==> src/rtl/lsu_pkg.sv <==
// Shared definitions for the load/store unit: RV32I funct3 size codes,
// FSM state encoding and the datapath width.
package lsu_pkg;

    localparam int DATA_WIDTH = 32;

    localparam logic [2:0] LB  = 3'b000;
    localparam logic [2:0] LH  = 3'b001;
    localparam logic [2:0] LW  = 3'b010;
    localparam logic [2:0] LBU = 3'b100;
    localparam logic [2:0] LHU = 3'b101;

    localparam logic [2:0] SB  = 3'b000;
    localparam logic [2:0] SH  = 3'b001;
    localparam logic [2:0] SW  = 3'b010;

    typedef enum logic [2:0] {
        ST_IDLE     = 3'd0,
        ST_LOAD     = 3'd1,
        ST_RMW_RD   = 3'd2,
        ST_STORE_WR = 3'd3,
        ST_RESP     = 3'd4
    } lsu_state_t;

endpackage

==> src/rtl/lsu_if.sv <==
// Bundle of the core-side request/response and the Memory data-port signals.
// slave = the load/store unit, master = core plus Memory.
interface lsu_if
    import lsu_pkg::*;
#(
    parameter int ADDR_WIDTH = 32,
    parameter int DATA_WIDTH = 32
);
    logic                  req_valid;
    logic                  req_ready;
    logic                  req_load;
    logic                  req_store;
    logic [2:0]            req_funct3;
    logic [ADDR_WIDTH-1:0] req_addr;
    logic [DATA_WIDTH-1:0] req_wdata;

    logic [ADDR_WIDTH-1:0] mem_addr;
    logic [DATA_WIDTH-1:0] mem_wdata;
    logic                  mem_read;
    logic                  mem_write;
    logic [DATA_WIDTH-1:0] mem_rdata;

    logic                  resp_valid;
    logic [DATA_WIDTH-1:0] resp_rdata;
    logic                  resp_fault;

    lsu_state_t            state_dbg;

    // Handshake: a request transfers on a rising edge with req_valid && req_ready;
    // the response is a one-cycle resp_valid pulse with no backpressure.
    modport slave (
        input  req_valid, req_load, req_store, req_funct3, req_addr, req_wdata, mem_rdata,
        output req_ready, mem_addr, mem_wdata, mem_read, mem_write,
        output resp_valid, resp_rdata, resp_fault, state_dbg
    );

    modport master (
        output req_valid, req_load, req_store, req_funct3, req_addr, req_wdata, mem_rdata,
        input  req_ready, mem_addr, mem_wdata, mem_read, mem_write,
        input  resp_valid, resp_rdata, resp_fault, state_dbg
    );

endinterface

==> src/rtl/lsu_byte_lane.sv <==
// Combinational lane logic: load extraction with sign/zero extension and
// byte/halfword merge of store data into a word read from memory.
module lsu_byte_lane
    import lsu_pkg::*;
(
    input  logic [2:0]            funct3,
    input  logic [1:0]            offset,
    input  logic [DATA_WIDTH-1:0] rdata,
    input  logic [15:0]           wdata,
    output logic [DATA_WIDTH-1:0] load_data,
    output logic [DATA_WIDTH-1:0] merge_data
);

    logic [7:0]  byte_sel;
    logic [15:0] half_sel;

    always_comb begin
        byte_sel = rdata[7:0];
        case (offset)
            2'd0: byte_sel = rdata[7:0];
            2'd1: byte_sel = rdata[15:8];
            2'd2: byte_sel = rdata[23:16];
            2'd3: byte_sel = rdata[31:24];
            default: byte_sel = rdata[7:0];
        endcase
        half_sel = offset[1] ? rdata[31:16] : rdata[15:0];

        load_data = rdata;
        case (funct3)
            LB:      load_data = {{24{byte_sel[7]}}, byte_sel};
            LH:      load_data = {{16{half_sel[15]}}, half_sel};
            LBU:     load_data = {24'd0, byte_sel};
            LHU:     load_data = {16'd0, half_sel};
            default: load_data = rdata;
        endcase
    end

    always_comb begin
        merge_data = rdata;
        if (funct3 == SB) begin
            case (offset)
                2'd0: merge_data[7:0]   = wdata[7:0];
                2'd1: merge_data[15:8]  = wdata[7:0];
                2'd2: merge_data[23:16] = wdata[7:0];
                2'd3: merge_data[31:24] = wdata[7:0];
                default: merge_data = rdata;
            endcase
        end else if (funct3 == SH) begin
            if (offset[1]) merge_data[31:16] = wdata;
            else           merge_data[15:0]  = wdata;
        end
    end

endmodule

==> src/rtl/load_store_unit.sv <==
// Load/store unit: one request at a time, RV32I sizes, RMW for SB/SH.
// Define LSU_MISALIGN_TRAP_EN to fault misaligned halfword/word accesses.
module load_store_unit
    import lsu_pkg::*;
#(
    parameter int ADDR_WIDTH = 32,
    parameter int DATA_WIDTH = 32
)(
    input  logic  clk,
    input  logic  reset,
    lsu_if.slave  bus
);

    lsu_state_t            state_q, state_d;
    logic [2:0]            funct3_q;
    logic [ADDR_WIDTH-1:0] addr_q;
    logic [DATA_WIDTH-1:0] word_q;
    logic [DATA_WIDTH-1:0] rdata_q;
    logic                  fault_q;

    logic                  req_fault;
    logic                  is_half;
    logic                  is_word;
    logic                  misalign;
    logic [ADDR_WIDTH-1:0] addr_trunc;
    logic [DATA_WIDTH-1:0] load_data;
    logic [DATA_WIDTH-1:0] merge_data;

    always_comb begin
        is_half = (bus.req_funct3[1:0] == 2'b01);
        is_word = (bus.req_funct3[1:0] == 2'b10);
`ifdef LSU_MISALIGN_TRAP_EN
        misalign = (is_half && bus.req_addr[0]) || (is_word && (bus.req_addr[1:0] != 2'b00));
`else
        misalign = 1'b0;
`endif
        // Without the trap, misaligned addresses are silently truncated to the access size.
        addr_trunc = bus.req_addr;
        if (is_half) addr_trunc[0]   = 1'b0;
        if (is_word) addr_trunc[1:0] = 2'b00;

        req_fault = 1'b0;
        if (bus.req_load == bus.req_store) begin
            req_fault = 1'b1;
        end else if (bus.req_load) begin
            if (bus.req_funct3 == 3'b011 || bus.req_funct3 == 3'b110 || bus.req_funct3 == 3'b111)
                req_fault = 1'b1;
        end else begin
            if (bus.req_funct3 != SB && bus.req_funct3 != SH && bus.req_funct3 != SW)
                req_fault = 1'b1;
        end
        if (misalign) req_fault = 1'b1;
    end

    always_comb begin
        state_d = state_q;
        case (state_q)
            ST_IDLE: begin
                if (bus.req_valid) begin
                    if (req_fault)                 state_d = ST_RESP;
                    else if (bus.req_load)         state_d = ST_LOAD;
                    else if (bus.req_funct3 == SW) state_d = ST_STORE_WR;
                    else                           state_d = ST_RMW_RD;
                end
            end
            ST_LOAD:     state_d = ST_RESP;
            ST_RMW_RD:   state_d = ST_STORE_WR;
            ST_STORE_WR: state_d = ST_RESP;
            ST_RESP:     state_d = ST_IDLE;
            default:     state_d = ST_IDLE;
        endcase
    end

    always_ff @(posedge clk or posedge reset) begin
        if (reset) state_q <= ST_IDLE;
        else       state_q <= state_d;
    end

    lsu_byte_lane u_byte_lane (
        .funct3     (funct3_q),
        .offset     (addr_q[1:0]),
        .rdata      (bus.mem_rdata),
        .wdata      (word_q[15:0]),
        .load_data  (load_data),
        .merge_data (merge_data)
    );

    // word_q holds raw store data from accept, then the merged word after RMW_RD.
    always_ff @(posedge clk or posedge reset) begin
        if (reset) begin
            funct3_q <= 3'd0;
            addr_q   <= '0;
            word_q   <= '0;
            rdata_q  <= '0;
            fault_q  <= 1'b0;
        end else begin
            case (state_q)
                ST_IDLE: begin
                    if (bus.req_valid) begin
                        funct3_q <= bus.req_funct3;
                        addr_q   <= addr_trunc;
                        if (req_fault) begin
                            rdata_q <= '0;
                            fault_q <= 1'b1;
                        end else if (bus.req_store) begin
                            word_q <= bus.req_wdata;
                        end
                    end
                end
                ST_LOAD: begin
                    rdata_q <= load_data;
                    fault_q <= 1'b0;
                end
                ST_RMW_RD: word_q <= merge_data;
                ST_STORE_WR: begin
                    rdata_q <= '0;
                    fault_q <= 1'b0;
                end
                default: ;
            endcase
        end
    end

    assign bus.req_ready  = (state_q == ST_IDLE);
    assign bus.mem_read   = (state_q == ST_LOAD) || (state_q == ST_RMW_RD);
    assign bus.mem_write  = (state_q == ST_STORE_WR);
    assign bus.mem_addr   = {addr_q[ADDR_WIDTH-1:2], 2'b00};
    assign bus.mem_wdata  = word_q;
    assign bus.resp_valid = (state_q == ST_RESP);
    assign bus.resp_rdata = rdata_q;
    assign bus.resp_fault = fault_q;
    assign bus.state_dbg  = state_q;

endmodule
==> src/flat_wrapper.sv <==
// flat-port wrapper written by rule: the top's interface ports become plain ports
module load_store_unit_flat import lsu_pkg::*;
#(
    parameter int ADDR_WIDTH = 32,
    parameter int DATA_WIDTH = 32
)
  (clk, reset, bus_req_valid, bus_req_load, bus_req_store, bus_req_funct3, bus_req_addr, bus_req_wdata, bus_mem_rdata, bus_req_ready, bus_mem_addr, bus_mem_wdata, bus_mem_read, bus_mem_write, bus_resp_valid, bus_resp_rdata, bus_resp_fault, bus_state_dbg);
  lsu_if #(.ADDR_WIDTH(ADDR_WIDTH), .DATA_WIDTH(DATA_WIDTH)) bus_i ();
  input  logic clk;
  input  logic reset;
  input wire logic [$bits(bus_i.req_valid)-1:0] bus_req_valid;
  input wire logic [$bits(bus_i.req_load)-1:0] bus_req_load;
  input wire logic [$bits(bus_i.req_store)-1:0] bus_req_store;
  input wire logic [$bits(bus_i.req_funct3)-1:0] bus_req_funct3;
  input wire logic [$bits(bus_i.req_addr)-1:0] bus_req_addr;
  input wire logic [$bits(bus_i.req_wdata)-1:0] bus_req_wdata;
  input wire logic [$bits(bus_i.mem_rdata)-1:0] bus_mem_rdata;
  output wire logic [$bits(bus_i.req_ready)-1:0] bus_req_ready;
  output wire logic [$bits(bus_i.mem_addr)-1:0] bus_mem_addr;
  output wire logic [$bits(bus_i.mem_wdata)-1:0] bus_mem_wdata;
  output wire logic [$bits(bus_i.mem_read)-1:0] bus_mem_read;
  output wire logic [$bits(bus_i.mem_write)-1:0] bus_mem_write;
  output wire logic [$bits(bus_i.resp_valid)-1:0] bus_resp_valid;
  output wire logic [$bits(bus_i.resp_rdata)-1:0] bus_resp_rdata;
  output wire logic [$bits(bus_i.resp_fault)-1:0] bus_resp_fault;
  output wire logic [$bits(bus_i.state_dbg)-1:0] bus_state_dbg;
  assign bus_i.req_valid = bus_req_valid;
  assign bus_i.req_load = bus_req_load;
  assign bus_i.req_store = bus_req_store;
  assign bus_i.req_funct3 = bus_req_funct3;
  assign bus_i.req_addr = bus_req_addr;
  assign bus_i.req_wdata = bus_req_wdata;
  assign bus_i.mem_rdata = bus_mem_rdata;
  assign bus_req_ready = bus_i.req_ready;
  assign bus_mem_addr = bus_i.mem_addr;
  assign bus_mem_wdata = bus_i.mem_wdata;
  assign bus_mem_read = bus_i.mem_read;
  assign bus_mem_write = bus_i.mem_write;
  assign bus_resp_valid = bus_i.resp_valid;
  assign bus_resp_rdata = bus_i.resp_rdata;
  assign bus_resp_fault = bus_i.resp_fault;
  assign bus_state_dbg = bus_i.state_dbg;
  load_store_unit #(.ADDR_WIDTH(ADDR_WIDTH), .DATA_WIDTH(DATA_WIDTH)) u_core (.clk(clk), .reset(reset), .bus(bus_i));
endmodule
==> config.mk <==
export PLATFORM = sky130hd
export DESIGN_NAME = load_store_unit_flat
export DESIGN_NICKNAME = d
export VERILOG_FILES = /design/src/rtl/lsu_pkg.sv /design/src/rtl/lsu_if.sv /design/src/rtl/lsu_byte_lane.sv /design/src/rtl/load_store_unit.sv /design/src/flat_wrapper.sv
export SDC_FILE = /design/constraint.sdc
export NUM_CORES = 1
export LEC_CHECK = 0
export BUFFER_PORTS_ARGS = -buffer_cell sky130_fd_sc_hd__buf_2
export CAP_MARGIN = 40
export CORE_ASPECT_RATIO = 1.5
export CORE_UTILIZATION = 49
export DETAILED_ROUTE_END_ITERATION = 16
export PLACE_DENSITY = 0.8
export SYNTH_ARGS = -nofsm -noshare
export SYNTH_HDL_FRONTEND = slang
export SYNTH_SLANG_ARGS = --single-unit
==> constraint.sdc <==
create_clock -name clk -period 3.41 [get_ports clk]
set_input_delay 0.341 -clock clk [delete_from_list [all_inputs] [get_ports clk]]
set_output_delay 0.341 -clock clk [all_outputs]
set_load 0.01 [all_outputs]
# Yosys cells after proc, flatten, opt, wreduce, memory -nomap -nowiden
# Cells that the tools add are included.
[totals]
out_inout_bits = 104
word_cells = 84
ff_bits = 103
input_bits = 104
[op_classes]
mux = 32
n_reduce_logical = 19
eq_ne = 25
[op_table]
columns = ["op", "count"]
rows = [
  ["32-bit two-way mux", 7],
  ["32-bit one-hot mux with 4 select lines", 1],
  ["32-bit one-hot mux with 3 select lines", 1],
  ["32-bit one-hot mux with 2 select lines", 1],
  ["16-bit two-way mux", 3],
  ["8-bit two-way mux", 4],
  ["8-bit one-hot mux with 4 select lines", 1],
  ["3-bit equality test (second input constant)", 5],
  ["3-bit by 2-bit equality test with 1-bit output (second input constant)", 4],
  ["3-bit two-way mux", 3],
  ["3-bit one-hot mux with 3 select lines", 1],
  ["1-bit two-way mux", 8],
  ["2-bit equality test (second input constant)", 3],
  ["3-bit by 1-bit equality test with 1-bit output (second input constant)", 2],
  ["3-bit logical NOT", 2],
  ["2-bit inequality test (second input constant)", 3],
  ["3-bit AND reduction", 2],
  ["6-bit AND reduction", 1],
  ["3-bit nonzero test", 2],
  ["5-bit AND reduction", 1],
  ["2-bit by 1-bit equality test with 1-bit output (second input constant)", 2],
  ["4-bit by 3-bit inequality test with 1-bit output (second input constant)", 1],
  ["4-bit AND reduction", 1],
  ["2-bit nonzero test", 2],
  ["12 further kinds", 15],
]

# Depth between registers and ports, before layout
[logic_depth]
depth_word = 9
mapped_depth = 7
depth_no_buf = 4

# Cells and area by module
# A second synthesis with hierarchy kept.
[unflattened]
cells_unflattened = 608
hier_area_um2 = 6170.9
[modules_own_cells]
columns = ["module", "n_inst", "area_per_inst_um2", "seq_area_each_um2", "cells_per_inst"]
rows = [
  ["load_store_unit", 1, 4793.3, 2577.5, 395],
  ["lsu_byte_lane", 1, 1377.6, 0.0, 213],
]

# Least setup slack after synthesis
# No wires, ideal clock.
[synth_path]
path_type = "register to register"
startpoint = "reg u_core.state_q[0] (netlist: u_core.bus.state_dbg[0])"
endpoint = "reg u_core.addr_q[2]"
n_path_buf = 3
t_arrival_ps = 1890
required_time_ps = 3285
synth_period_minus_slack_ps = 2015
path_stages_with_launch = 7
setup_slack_ps = 1395
setup_time_ps = 125
cell_sequence = "dfrtp_1 -> buf_6 -> or3b_4 -> nor2_1 -> buf_2 -> buf_2 -> mux2_2"
[synth_via]
elab_chain_len = 2
[synth_rtl]
columns = ["element", "line", "rtl"]
rows = [
  ["start, declared", "load_store_unit.sv:14", "lsu_state_t state_q, state_d;"],
  ["start signal, assigned", "load_store_unit.sv:76", "else state_q <= state_d;"],
  ["3-bit logical NOT", "load_store_unit.sv:97", "case (state_q)"],
  ["2-bit AND reduction (no line)", "n/a", ""],
  ["end signal, assigned", "load_store_unit.sv:101", "addr_q <= addr_trunc;"],
  ["end, declared", "load_store_unit.sv:16", "logic [ADDR_WIDTH-1:0] addr_q;"],
]
# No other way between the ends.
# A chain may end at the register's enable or synchronous reset.

# Worst setup path after layout
[layout_path]
startpoint = "reg u_core.state_q[1] (netlist: u_core.bus.state_dbg[1])"
endpoint = "reg u_core.word_q[4] (netlist: u_core.bus.mem_wdata[4])"
[layout_via]
elab_chain_len = 3
elab_cells_between_ends = 10
cone_classes = "eq/ne: 6; mux: 1; reduce/logical: 3"
[layout_rtl]
columns = ["element", "line", "rtl"]
rows = [
  ["3-bit by 2-bit equality test with 1-bit output or 3-bit logical NOT (tied branches)", "load_store_unit.sv:97", ""],
  ["4-bit by 3-bit inequality test with 1-bit output (no line), or another cell as far along", "n/a", ""],
  ["6-bit AND reduction (no line)", "n/a", ""],
  ["end signal, assigned", "load_store_unit.sv:106", "word_q <= bus.req_wdata;"],
  ["end signal, assigned", "load_store_unit.sv:114", "ST_RMW_RD: word_q <= merge_data;"],
  ["end, declared", "load_store_unit.sv:17", "logic [DATA_WIDTH-1:0] word_q;"],
]
# Parallel ways exist; a longest one is shown, timed or not.

==> reports/results.tsv <==
metric	value	unit
status	finished with violations	
violations	negative hold slack	
synth_top_cells_by_area	dfrtp_1, mux2_2, o21ai_0	
pwr-share-clk	18.4	%
drt-initial-drc-count	377	
postRouteAntennaNets	0	
gp_congestion	0.8871	
fin_crit_sh	68.62	%
grt_pass1_wl	23650	microns
yosys_most_used_dff	dfrtp_1	
num_antenna_cells	0	
fin_skew	7.966	ps
syn_to_final_growth	23.77	%
r2r_start	u_core.bus.state_dbg[1]$_DFFE_PP0N_	
cts_sinks	103	
critical_path_arrival	2570	ps
finalHoldViolCount	7	
setup_viol	0	
ys_seq_area_share	48.78	%
die_h	129.2	microns
synth_edf_count	0	
core	0.01053	sq mm
syn_area	0.005284	sq mm
dp_hpwl	11660	microns
nFillCells	877	
finalSetupTns	0	ps
slowest_delay	550	ps
clkSlewWorstSetupHoldPaths	70	ps
required	3640	ps
synth_top_cell_area_share	48.78	%
grt_max_degree	58	
io_pins	208	
vdd_drop_max	0.0004484	V
cts_made_buffers	9	
syn_area_per_cell	10.92	sq um
period_needed	2340	ps
wire_per_inst	19.32	microns
rsz0062_at_grt	false	
worstSetupPathType	flip-flop to flip-flop	
dieWidth	86.79	microns
drive_above_1_share	44.73	%
post_cts_buffers	0	
async_reset_ff_share	100.0	%
clock_latency	350	ps
cp_slowest_cell	dfrtp_1	
antenna_found_initial	0	
synth_area_leader_cell	dfrtp_1	
maxCapViolations	0	
firstDrtPassIters	5	
fin_nets	755	
start_util	50.17	%
clk_path_buf_depth	2	
wl	15430	microns
power_frac_seq	41.5	%
synthCells	484	
end_kind	flip-flop	
mostFrequentLayoutCells	buf_2, dfrtp_1, o21ai_0, mux2_2, nor2_1	
worst_setup_path_start_kind	flip-flop	
drcViolationCount	0	
finish.utilization	62.09	%
synth.distinct_cells	50	
hold_path.class	input pin to asynchronous set/reset pin	
synth-seq-cells	103	
hold_slack	-5.251	ps
tightest_slew	904.2	ps
fmax	427.4	MHz
p_leak	0.003226	uW
clockRootBuffer	clkbuf_16	
slew_headroom	39.58	%
swShare	38.15	%
via_per_inst	5.849	
crit_chain	nor3b_4 -> buf_4 -> nor4b_4 -> buf_4 -> a21oi_4 -> mux2_4	
dr_total_vias	4673	
yosysWarnings	0	
grt_pass1_vias	4570	
path_common_cell	buf_4	
powerDensity	808.8	mW/mm^2
p_int	3271	uW
combPwrFrac	40.1	%
postCtsResizedCells	0	
netSwitchingPower	2018	uW
ctsHoldBuffers	0	
dieArea	0.01121	sq mm
htree_num_levels	3	
grt_overflow	0	
io_buffers	205	
row_count	46	
track_usage	28.16	%
cts_tree	done	
worstSetupStartpoint	u_core.bus.state_dbg[1]$_DFFE_PP0N_	
final-max-slew-violation-count	0	
final_common_cell	buf_2	
cp_max_fo	36	
## worst paths after layout
path | endpoint | slack (ps) | cells after the start
worst max-delay path | u_core.bus.mem_wdata[4]$_DFFE_PP0P_ | 1070 | 6
worst min-delay path | u_core.addr_q[4]$_DFFE_PP0P_ | -5 | 2
worst max register to register | u_core.bus.mem_wdata[4]$_DFFE_PP0P_ | 1070 | 6
worst min register to register | u_core.bus.resp_rdata[5]$_DFFE_PP0P_ | 490 | 1
max in group asynchronous | u_core.bus.resp_rdata[12]$_DFFE_PP0P_ | 2780 | 3
min in group clk | u_core.addr_q[26]$_DFFE_PP0P_ | 220 | 2
## power by group through the flow
stage               combinational (uW)  sequential, uW  clock [uW]
floorplan                         1380            2200           0
global placement                  2050            2180           0
detailed placement                2120            2200           0
CTS                               2130            2190         980
global route                      2300            2250        1040
finish                            2120            2200         972
## registers in the layout (all words and copies together), names as in the netlist
name	cells
u_core.bus.resp_rdata	32
u_core.addr_q	32
u_core.bus.mem_wdata	32
u_core.bus.resp_fault	1
u_core.funct3_q	3
u_core.bus.state_dbg	3
## metrics by stage
| step | setup slack, ps | hold WS [ps] | total power, uW | cells | instance area [sq um] |
|---|---|---|---|---|---|
| after floorplan | 365.2 | 457.8 | 3583 | 485 | 5288 |
| after global routing | 951.8 | 30.94 | 5584 | 799 | 6540 |
| after global placement | 1169 | 473.1 | 4228 | 781 | 6217 |
| after detailed placement | 1098 | 383.3 | 4325 | 784 | 6264 |
| final | 1070 | -5.251 | 5290 | 799 | 6540 |
| after CTS | 1093 | 10.53 | 5296 | 799 | 6540 |
## Yosys cell counts (9+ instances only)
master	n
a22oi_1	16
o2bb2ai_1	14
and3_1	10
buf_4	34
buf_2	10
clkbuf_1	18
mux2_2	40
nand2_1	16
dfrtp_1	103
inv_1	9
nor2_1	34
mux2i_1	16
o21ai_0	68
a221o_1	16
nand3_1	10
## critical path, delay by kind of cell, from the launching register on
family	cells	cell delay, ps
buffers and inverters	2	630
muxes	1	340
and+or+nand+nor	2	330
AOI/OAI and AO/OA	1	370
DFF	1	550
## per-layer routing
layer / track usage, % / up-vias / share of wire (%)
li1: - / 2087 / -
met1: 32.18 / 2235 / 37
met2: 48.87 / 284 / 51
met3: 5.223 / 67 / 6.9
met4: 16.37 / 0 / 4.9
met5: 0 / - / 0
## cells by family after synthesis
family	share of synthesized area (%)
DFF	48.78
other	0.07097
buffers and inverters	7.980
muxes	14.26
AOI/OAI and AO/OA	19.06
xor gates and xnor gates	0.1658
and+or+nand+nor	9.685
## area by class of cell
class                           instances  area, sq um  area share (%)
Clock inverter                          2        16.27          0.2487
Timing Repair Buffer                  219         1167           17.85
Inverter                                9        36.28          0.5548
Multi-Input combinational cell        309         2302           35.20
Sequential cell                       103         2577           39.41
Clock buffer                           13        260.3           3.979
Tap cell                              144        180.2           2.755
Power figures use the tool's default switching activity.
